[src/rtl/fg_prog_sequencer.sv]
// Programming sequencer for a floating-gate island: latches one program command,
// drives the row/column decoders and prog enables, times the injection pulses, then releases.
module fg_prog_sequencer #(
    parameter int unsigned ROW_BITS      = 6,
    parameter int unsigned COL_BITS      = 6,
    parameter int unsigned PW_BITS       = 16,
    parameter int unsigned NP_BITS       = 8,
    parameter int unsigned SETTLE_CYCLES = 4
) (
    input  logic                clk,
    input  logic                rst,
    input  logic                cmd_valid,
    output logic                cmd_ready,
    input  logic [ROW_BITS-1:0] cmd_row,
    input  logic [COL_BITS-1:0] cmd_col,
    input  logic [PW_BITS-1:0]  cmd_pulse_width,
    input  logic [NP_BITS-1:0]  cmd_num_pulses,
    input  logic                abort,
    output logic [ROW_BITS-1:0] dec_v_addr,
    output logic                dec_v_en,
    output logic [COL_BITS-1:0] dec_h_addr,
    output logic                dec_h_en,
    output logic                prog_mode,
    output logic                vinj_pulse,
    output logic                busy,
    output logic                done,
    output logic                aborted,
    output logic [NP_BITS-1:0]  pulses_done
);

    localparam int unsigned SW = $clog2(SETTLE_CYCLES + 1);
    localparam int unsigned CW = (PW_BITS > SW) ? PW_BITS : SW;
    localparam logic [CW-1:0] SETTLE_LD = CW'(SETTLE_CYCLES - 1);

    typedef enum logic [2:0] {
        ST_IDLE,
        ST_SETUP,
        ST_PULSE,
        ST_GAP,
        ST_RELEASE,
        ST_DONE
    } state_t;

    state_t              state_q, state_d;
    logic [CW-1:0]       cnt_q, cnt_d;
    logic [NP_BITS-1:0]  pulses_q, pulses_d;
    logic                aborted_q, aborted_d;
    logic [ROW_BITS-1:0] row_q, row_d;
    logic [COL_BITS-1:0] col_q, col_d;
    logic [PW_BITS-1:0]  pw_q, pw_d;
    logic [NP_BITS-1:0]  np_q, np_d;
    logic [CW-1:0]       pw_ld;
    logic                active;
    logic                in_prog;

    always_ff @(posedge clk) begin
        if (rst) begin
            state_q   <= ST_IDLE;
            cnt_q     <= '0;
            pulses_q  <= '0;
            aborted_q <= 1'b0;
            row_q     <= '0;
            col_q     <= '0;
            pw_q      <= '0;
            np_q      <= '0;
        end else begin
            state_q   <= state_d;
            cnt_q     <= cnt_d;
            pulses_q  <= pulses_d;
            aborted_q <= aborted_d;
            row_q     <= row_d;
            col_q     <= col_d;
            pw_q      <= pw_d;
            np_q      <= np_d;
        end
    end

    // Counter holds remaining cycles minus one; a zero width still gives a one-cycle pulse.
    always_comb begin
        pw_ld = (pw_q == '0) ? '0 : CW'(pw_q - PW_BITS'(1));
    end

    always_comb begin
        state_d   = state_q;
        cnt_d     = cnt_q;
        pulses_d  = pulses_q;
        aborted_d = aborted_q;
        row_d     = row_q;
        col_d     = col_q;
        pw_d      = pw_q;
        np_d      = np_q;
        case (state_q)
            ST_IDLE: begin
                if (cmd_valid) begin
                    row_d     = cmd_row;
                    col_d     = cmd_col;
                    pw_d      = cmd_pulse_width;
                    np_d      = cmd_num_pulses;
                    pulses_d  = '0;
                    aborted_d = 1'b0;
                    cnt_d     = SETTLE_LD;
                    state_d   = ST_SETUP;
                end
            end
            ST_SETUP: begin
                if (abort) begin
                    aborted_d = 1'b1;
                    cnt_d     = SETTLE_LD;
                    state_d   = ST_RELEASE;
                end else if (cnt_q == '0) begin
                    if (np_q == '0) begin
                        cnt_d   = SETTLE_LD;
                        state_d = ST_RELEASE;
                    end else begin
                        cnt_d   = pw_ld;
                        state_d = ST_PULSE;
                    end
                end else begin
                    cnt_d = cnt_q - 1'b1;
                end
            end
            ST_PULSE: begin
                if (abort) begin
                    aborted_d = 1'b1;
                    cnt_d     = SETTLE_LD;
                    state_d   = ST_RELEASE;
                end else if (cnt_q == '0) begin
                    pulses_d = pulses_q + NP_BITS'(1);
                    cnt_d    = SETTLE_LD;
                    state_d  = ST_GAP;
                end else begin
                    cnt_d = cnt_q - 1'b1;
                end
            end
            ST_GAP: begin
                if (abort) begin
                    aborted_d = 1'b1;
                    cnt_d     = SETTLE_LD;
                    state_d   = ST_RELEASE;
                end else if (cnt_q == '0) begin
                    if (pulses_q < np_q) begin
                        cnt_d   = pw_ld;
                        state_d = ST_PULSE;
                    end else begin
                        cnt_d   = SETTLE_LD;
                        state_d = ST_RELEASE;
                    end
                end else begin
                    cnt_d = cnt_q - 1'b1;
                end
            end
            ST_RELEASE: begin
                if (cnt_q == '0) begin
                    state_d = ST_DONE;
                end else begin
                    cnt_d = cnt_q - 1'b1;
                end
            end
            ST_DONE: begin
                state_d = ST_IDLE;
            end
            default: begin
                state_d = ST_IDLE;
            end
        endcase
    end

    always_comb begin
        active      = (state_q == ST_SETUP) || (state_q == ST_PULSE) || (state_q == ST_GAP);
        in_prog     = active || (state_q == ST_RELEASE);
        cmd_ready   = (state_q == ST_IDLE);
        busy        = (state_q != ST_IDLE);
        done        = (state_q == ST_DONE);
        dec_v_en    = active;
        dec_h_en    = active;
        prog_mode   = in_prog;
        vinj_pulse  = (state_q == ST_PULSE);
        dec_v_addr  = in_prog ? row_q : '0;
        dec_h_addr  = in_prog ? col_q : '0;
        aborted     = aborted_q;
        pulses_done = pulses_q;
    end

endmodule

[config.mk]
export PLATFORM = sky130hd
export DESIGN_NAME = fg_prog_sequencer
export DESIGN_NICKNAME = d
export VERILOG_FILES = /design/src/rtl/fg_prog_sequencer.sv
export SDC_FILE = /design/constraint.sdc
export NUM_CORES = 1
export LEC_CHECK = 0
export ABC_AREA = 1
export CAP_MARGIN = 40
export CORE_ASPECT_RATIO = 0.75
export CORE_UTILIZATION = 36
export DETAILED_ROUTE_END_ITERATION = 10
export PLACE_DENSITY_LB_ADDON = 0.08
export SYNTH_ARGS = -nofsm -noshare
export SYNTH_HDL_FRONTEND = slang
export SYNTH_SLANG_ARGS = --single-unit
[constraint.sdc]
create_clock -name clk -period 2 [get_ports clk]
set_input_delay 0.5 -clock clk [delete_from_list [all_inputs] [get_ports clk]]
set_output_delay 0.5 -clock clk [all_outputs]
set_load 0.05 [all_outputs]
Yosys cells after proc, flatten, opt, wreduce, memory -nomap -nowiden
Index checks and enable logic that the tools add are counted.

Output and inout bits: 28. Bits of input ports: 40. Word-level logic and storage cells: 75. Flip-flop bits (word level): 64.

Eq/ne operators: 14. Multiplexer cells: 32. Magnitude comparators: 1. Add/sub/neg operators: 3. Reduce and logical (&&, ||, !) cells: 17.

Operator list (count): 16-bit two-way mux (11); 16-bit one-hot mux with 5 select lines (1); 16-bit logical NOT (2); 16-bit by 1-bit subtractor with 16-bit output, second input constant (2); 3-bit two-way mux (10); 8-bit two-way mux (3); 8-bit one-hot mux with 2 select lines (1); 3-bit one-hot mux with 5 select lines (1); 6-bit two-way mux (2); 8-bit by 1-bit adder with 8-bit output, second input constant (1); 8-bit logical NOT (1); 8-bit < comparator (1); 2-bit != test, second input constant (4); 3-bit by 2-bit equality test with 1-bit output, second input constant (2); 3-bit equality test, second input constant (2); 3-bit != test, second input constant (2); 3-bit AND reduction (2); 5-bit AND reduction (1); 5-bit nonzero test (1); 2-bit by 1-bit != test with 1-bit output, second input constant (2); 4-bit AND reduction (1); 2-bit nonzero test (2); 3-bit by 1-bit equality test with 1-bit output, second input constant (1); 3-bit logical NOT (1); 7 further kinds (10).

Logic depth before layout (Yosys ltp)
Depth after elaboration: 6. Gate-level depth with buffers: 14. Mapped depth without buffers: 14.

Worst setup path after synthesis
Ideal clock, no wire load.

Path kind: register to output. From: register state_q[0]. To: output dec_h_addr[0]. Buffers on the path: 1. Path slack: -0.827 ns. Cell stages (with the launch flop): 6. Data arrival time: 2.327 ns. Required time: 1.500 ns. Cell sequence: dfxtp_1 > nor2_2 > nor2_1 > nor2_4 > clkbuf_1 > nor2_1.

Word-level cells in the longest chain between the ends: 5. Elaborated cells between the ends (all ways): 8. Those cells by class: eq/ne (4); mux (1); reduce/logical (3).

Ends and longest elaborated chain: start, declared (RTL line 44) `state_t state_q, state_d;`; start signal, assigned (RTL line 67) `state_q <= state_d;`; 3-bit by 1-bit equality test with 1-bit output or 3-bit by 2-bit equality test with 1-bit output (tied branches) (RTL line 169) `active = (state_q == ST_SETUP) || (state_q == ST_PULSE) || (state_q == ST_GAP);`; 1-bit logical OR (RTL line 169); 1-bit logical OR * (RTL line 169); net dec_h_en (RTL line 22) `output logic dec_h_en,`; 1-bit logical OR * (RTL line 170) `in_prog = active || (state_q == ST_RELEASE);`; 6-bit two-way mux * (RTL line 179) `dec_h_addr = in_prog ? col_q : '0;`; end, declared (RTL line 21) `output logic [COL_BITS-1:0] dec_h_addr,`.

The timed path passes the listed nets; every way through them passes the cells marked *.

Worst setup path in the final report
From: register state_q[1]. To: output dec_h_addr[2].

Word-level cells in the longest chain between the ends: 5. Elaborated cells between the ends (all ways): 8. Those cells by class: eq/ne (4); mux (1); reduce/logical (3).

Ends and longest elaborated chain (RTL line): 3-bit by 1-bit equality test with 1-bit output or 3-bit by 2-bit equality test with 1-bit output (tied branches) (169); 1-bit logical OR (2 in a row) (169); 1-bit logical OR * (170); 6-bit two-way mux * (179).

Mark *: on every way between the ends. The rest lies on a longest branch, timed or not.

==> key figures <==
Outcome
  – Status: finished with violations
  – Violated checks: negative setup slack

Die
  – Die area: 11600 um2
  – I/O pin count: 68
  – CORE AREA: 10900 um2
  – Die Height: between 90 and 100 um
  – Die Wd: 124 um
  – Standard-cell rows: 33
  – Initial core utilization: 37.0%

Synth
  – Post-synthesis mux area share: 0%
  – Largest area contributor in the synthesized netlist: dfxtp_1
  – Post-synthesis net count: 687
  – #FFs+latches synth: 64
  – Post-synthesis cell count: 636
  – FFs w/ async S/R, synth: 0%
  – Compound-Gate Fraction of Synth Area: 16.6%
  – Unique masters post-synth: 34
  – Post-Synth XOR/XNOR Area: 3.47%
  – Largest cells by area after synthesis: dfxtp_1 (32%), nand2_1 (14%), a21oi_1 (9.1%)
  – Post-synthesis sequential area ratio: 31.8%
  – Synth Flop Type: dfxtp_1
  – Post-Syn Area: 4030 um2
  – Post-Synth Simple-Gate Area: between 30% and 40%
  – Combinational family with the most area after synthesis: simple AND/OR/NAND/NOR gates
  – Synth Area per Inst: 6.34 um2
  – Adder-cell share of the synthesized area: 3.41%
  – Proportion of netlist area held by the largest area contributor: 31.8%
  – Total number of yosys warnings: 0
  – Number of flops mapped to enable cells by yosys: 0

CTS
  – TritonCTS buffer count: 9
  – Worst-skew pair later-pin latency: 0.33 ns
  – Clk Tree Root Cell: clkbuf_16
  – H-Tree Depth: 3
  – Clock sinks: 64
  – CTS tree: done
  – Clock transition at path regs: about 0.060 ns
  – Bufs on Longest Clock Path: 2
  – Hold_buf cts: 0

Setup path
  – RR Startpoint: cnt_q[0]
  – Kind of critical path: reg2out
  – Worst path bufs/invs: 4
  – CP max stage delay: 0.38 ns
  – Data arrival, critical path: 1.57 ns
  – CP cell instances: inv_6, nand2_8, nor2_8, nor2_4, buf_12, clkbuf_16, nor2_4, buf_12
  – R2R setup slack: ~0.16 ns
  – Crit-path max FO: 6
  – Worst reg2reg path endpoint: cnt_q[0]
  – Worst path top cell family by delay: buffers and inverters
  – CP Capture Type: primary output
  – Crit-path slowest cell: dfxtp_4
  – CP startpoint kind: flip-flop
  – R2r worst-path depth: 12
  – Worst EP required: 1.50 ns

Placed design
  – Port bufs: 67
  – Dpl hpwl: 8.40 mm
  – Placed Cells incl. Taps: between 800 and 900
  – Placer Congestion: 0.877

Worst hold path
  – Worst Hold Depth: 2
  – Min-delay worst type: reg2reg
  – Hold EP: col_q[5]
  – Hold path startpoint: col_q[5]

STA
  – RSZ-0062 raised after global routing: true
  – Fmax: 484 MHz
  – Tcrit/Tclk final: 103%
  – Relative slew margins: 66.5%
  – Final worst slack: -0.0676 ns
  – Setup Viol. Count Final: 11
  – Worst Skew: a little under 0.008 ns
  – Final Hold Vio Count: 0
  – Slew @ Worst Pin: 0.505 ns
  – Final min period: ~2.1 ns
  – Fin. max-slew vios: 0
  – Hold slack: 0.454 ns

Global routing
  – Gr ovfl total: 0
  – Total global routing track utilization: between 20% and 30%
  – Largest net degree at the start of global routing: 73
  – Initial antenna violation count: 0
  – Vias in the first global route: 4047
  – First-pass GRT wire length: 18.7 mm

Layout
  – Area Overhead vs Synth: 44.0%
  – Fraction of layout cells with a size suffix above 1: 17.9%
  – Nets@finish: 779
  – Most common cell after layout, fill and taps aside: nand2_1
  – Most frequent cells in the layout: nand2_1 (147), inv_1 (88), a21oi_1 (73)
  – Fin cells: 873
  – Fill count: about 1100
  – Inserted Diodes: 0

Routing
  – Post-DR wirelength/cell: between 10 and 15 um
  – Initial DRC Count: 199
  – Residual DRC: 0
  – DRT Wirelength: 11.4 mm
  – 1st-pass router iterations: 5
  – Antenna-violating nets left: 0
  – DR vias: 4194
  – Vias per cell: a little under 5

Pwr
  – Leakage: 2.62 nW
  – PD cells: 1690 nW/um2
  – Tot Pwr: between 9 and 10 mW
  – Worst IR Drop VDD: 0.000807 V

Run
  – Max-cap viol count: 0
cells in the mapped netlist (3+ instances only):
cell and number:
nand2_1 149, inv_1 90, nor2_1 84, a21oi_1 73, dfxtp_1 64, o21ai_0 45
nand3_1 26, xor2_1 13, ha_1 11, nand4_1 9, nor3_1 9, clkbuf_1 6
inv_2 6, buf_2 5, nand3_2 4, nor2_2 4, nor2_4 4, o21bai_1 4
buf_6 3, clkbuf_2 3, nand2_4 3, xnor2_1 3
metrics by stage:
step           TNS, ns  setup WS (ns)  utilization, %  cell area [um2]
6_report        -0.509        -0.0676            53.3             5810
5_1_grt          -1.26         -0.123            53.3             5810
4_1_cts         -0.899        -0.0892            51.5             5610
3_5_place_dp   -0.0458        -0.0401            48.0             5230
3_3_place_gp         0         0.0531            48.0             5230
2_1_floorplan    -4.51         -0.126               -             4120
kinds of logic after synthesis:
group / Yosys count
and+or+nand+nor: 301
AOI/OAI and AO/OA: 128
buffers and inverters: 116
DFF: 64
xor gates and xnor gates: 16
adders and majority gates: 11
layer usage:
metal	track usage, %	vias to the layer above	part of all wire (%)
met1	26.3	1891	50
li1	-	2204	-
met4	5.42	0	1.2
met3	5.07	11	4.3
met5	0	-	0
met2	32.8	88	45
sequential cells by signal, summed over array words and instances, names as in the netlist:
register,cells
pulses_done,8
pw_q,16
col_q,6
cnt_q,16
state_q,3
row_q,6
aborted,1
np_q,8
timing repair:
action,CTS,global route
setup buffers,1,7
setup endpoints to repair,15,33
pin swaps,3,5
gates resized for setup,5,24
cloned,0,1
power by group:
part | leakage, nW | internal, mW | switching (mW) | total [mW]
Sequential | 0.527 | 1.59 | 0.208 | 1.80
Combinational | 1.91 | 2.40 | 3.64 | 6.04
Clock | 0.176 | 1.35 | 0.615 | 1.96
how the worst max path moves through the flow:
stage,from,end,slack (ns),cells past startpoint
CTS,state_q[1],dec_h_addr[0],-0.09,6
global route,state_q[1],dec_h_addr[2],-0.12,8
detailed placement,abort,state_q[2],-0.04,8
finish,state_q[1],dec_h_addr[2],-0.07,8
global placement,abort,state_q[2],0.05,8
floorplan,state_q[1],pw_q[9],-0.13,10
cell type report:
type                    instances  area, um2  share of cell area (%)
multi-input cells             456       2430                    41.8
flip-flops and latches         64       1290                    22.2
repair buffers                101       1170                    20.1
inverters                      96        375                    6.46
clock buffers                   9        225                    3.88
well taps                     140        175                    3.02
clock inverters                 7        143                    2.46
worst min-delay path, cell delays in order, from the launching register on:
cell     delay (ns)
dfxtp_1        0.30
inv_1          0.06
a21oi_1        0.06
No activity file was read; power rests on OpenSTA's default activity.
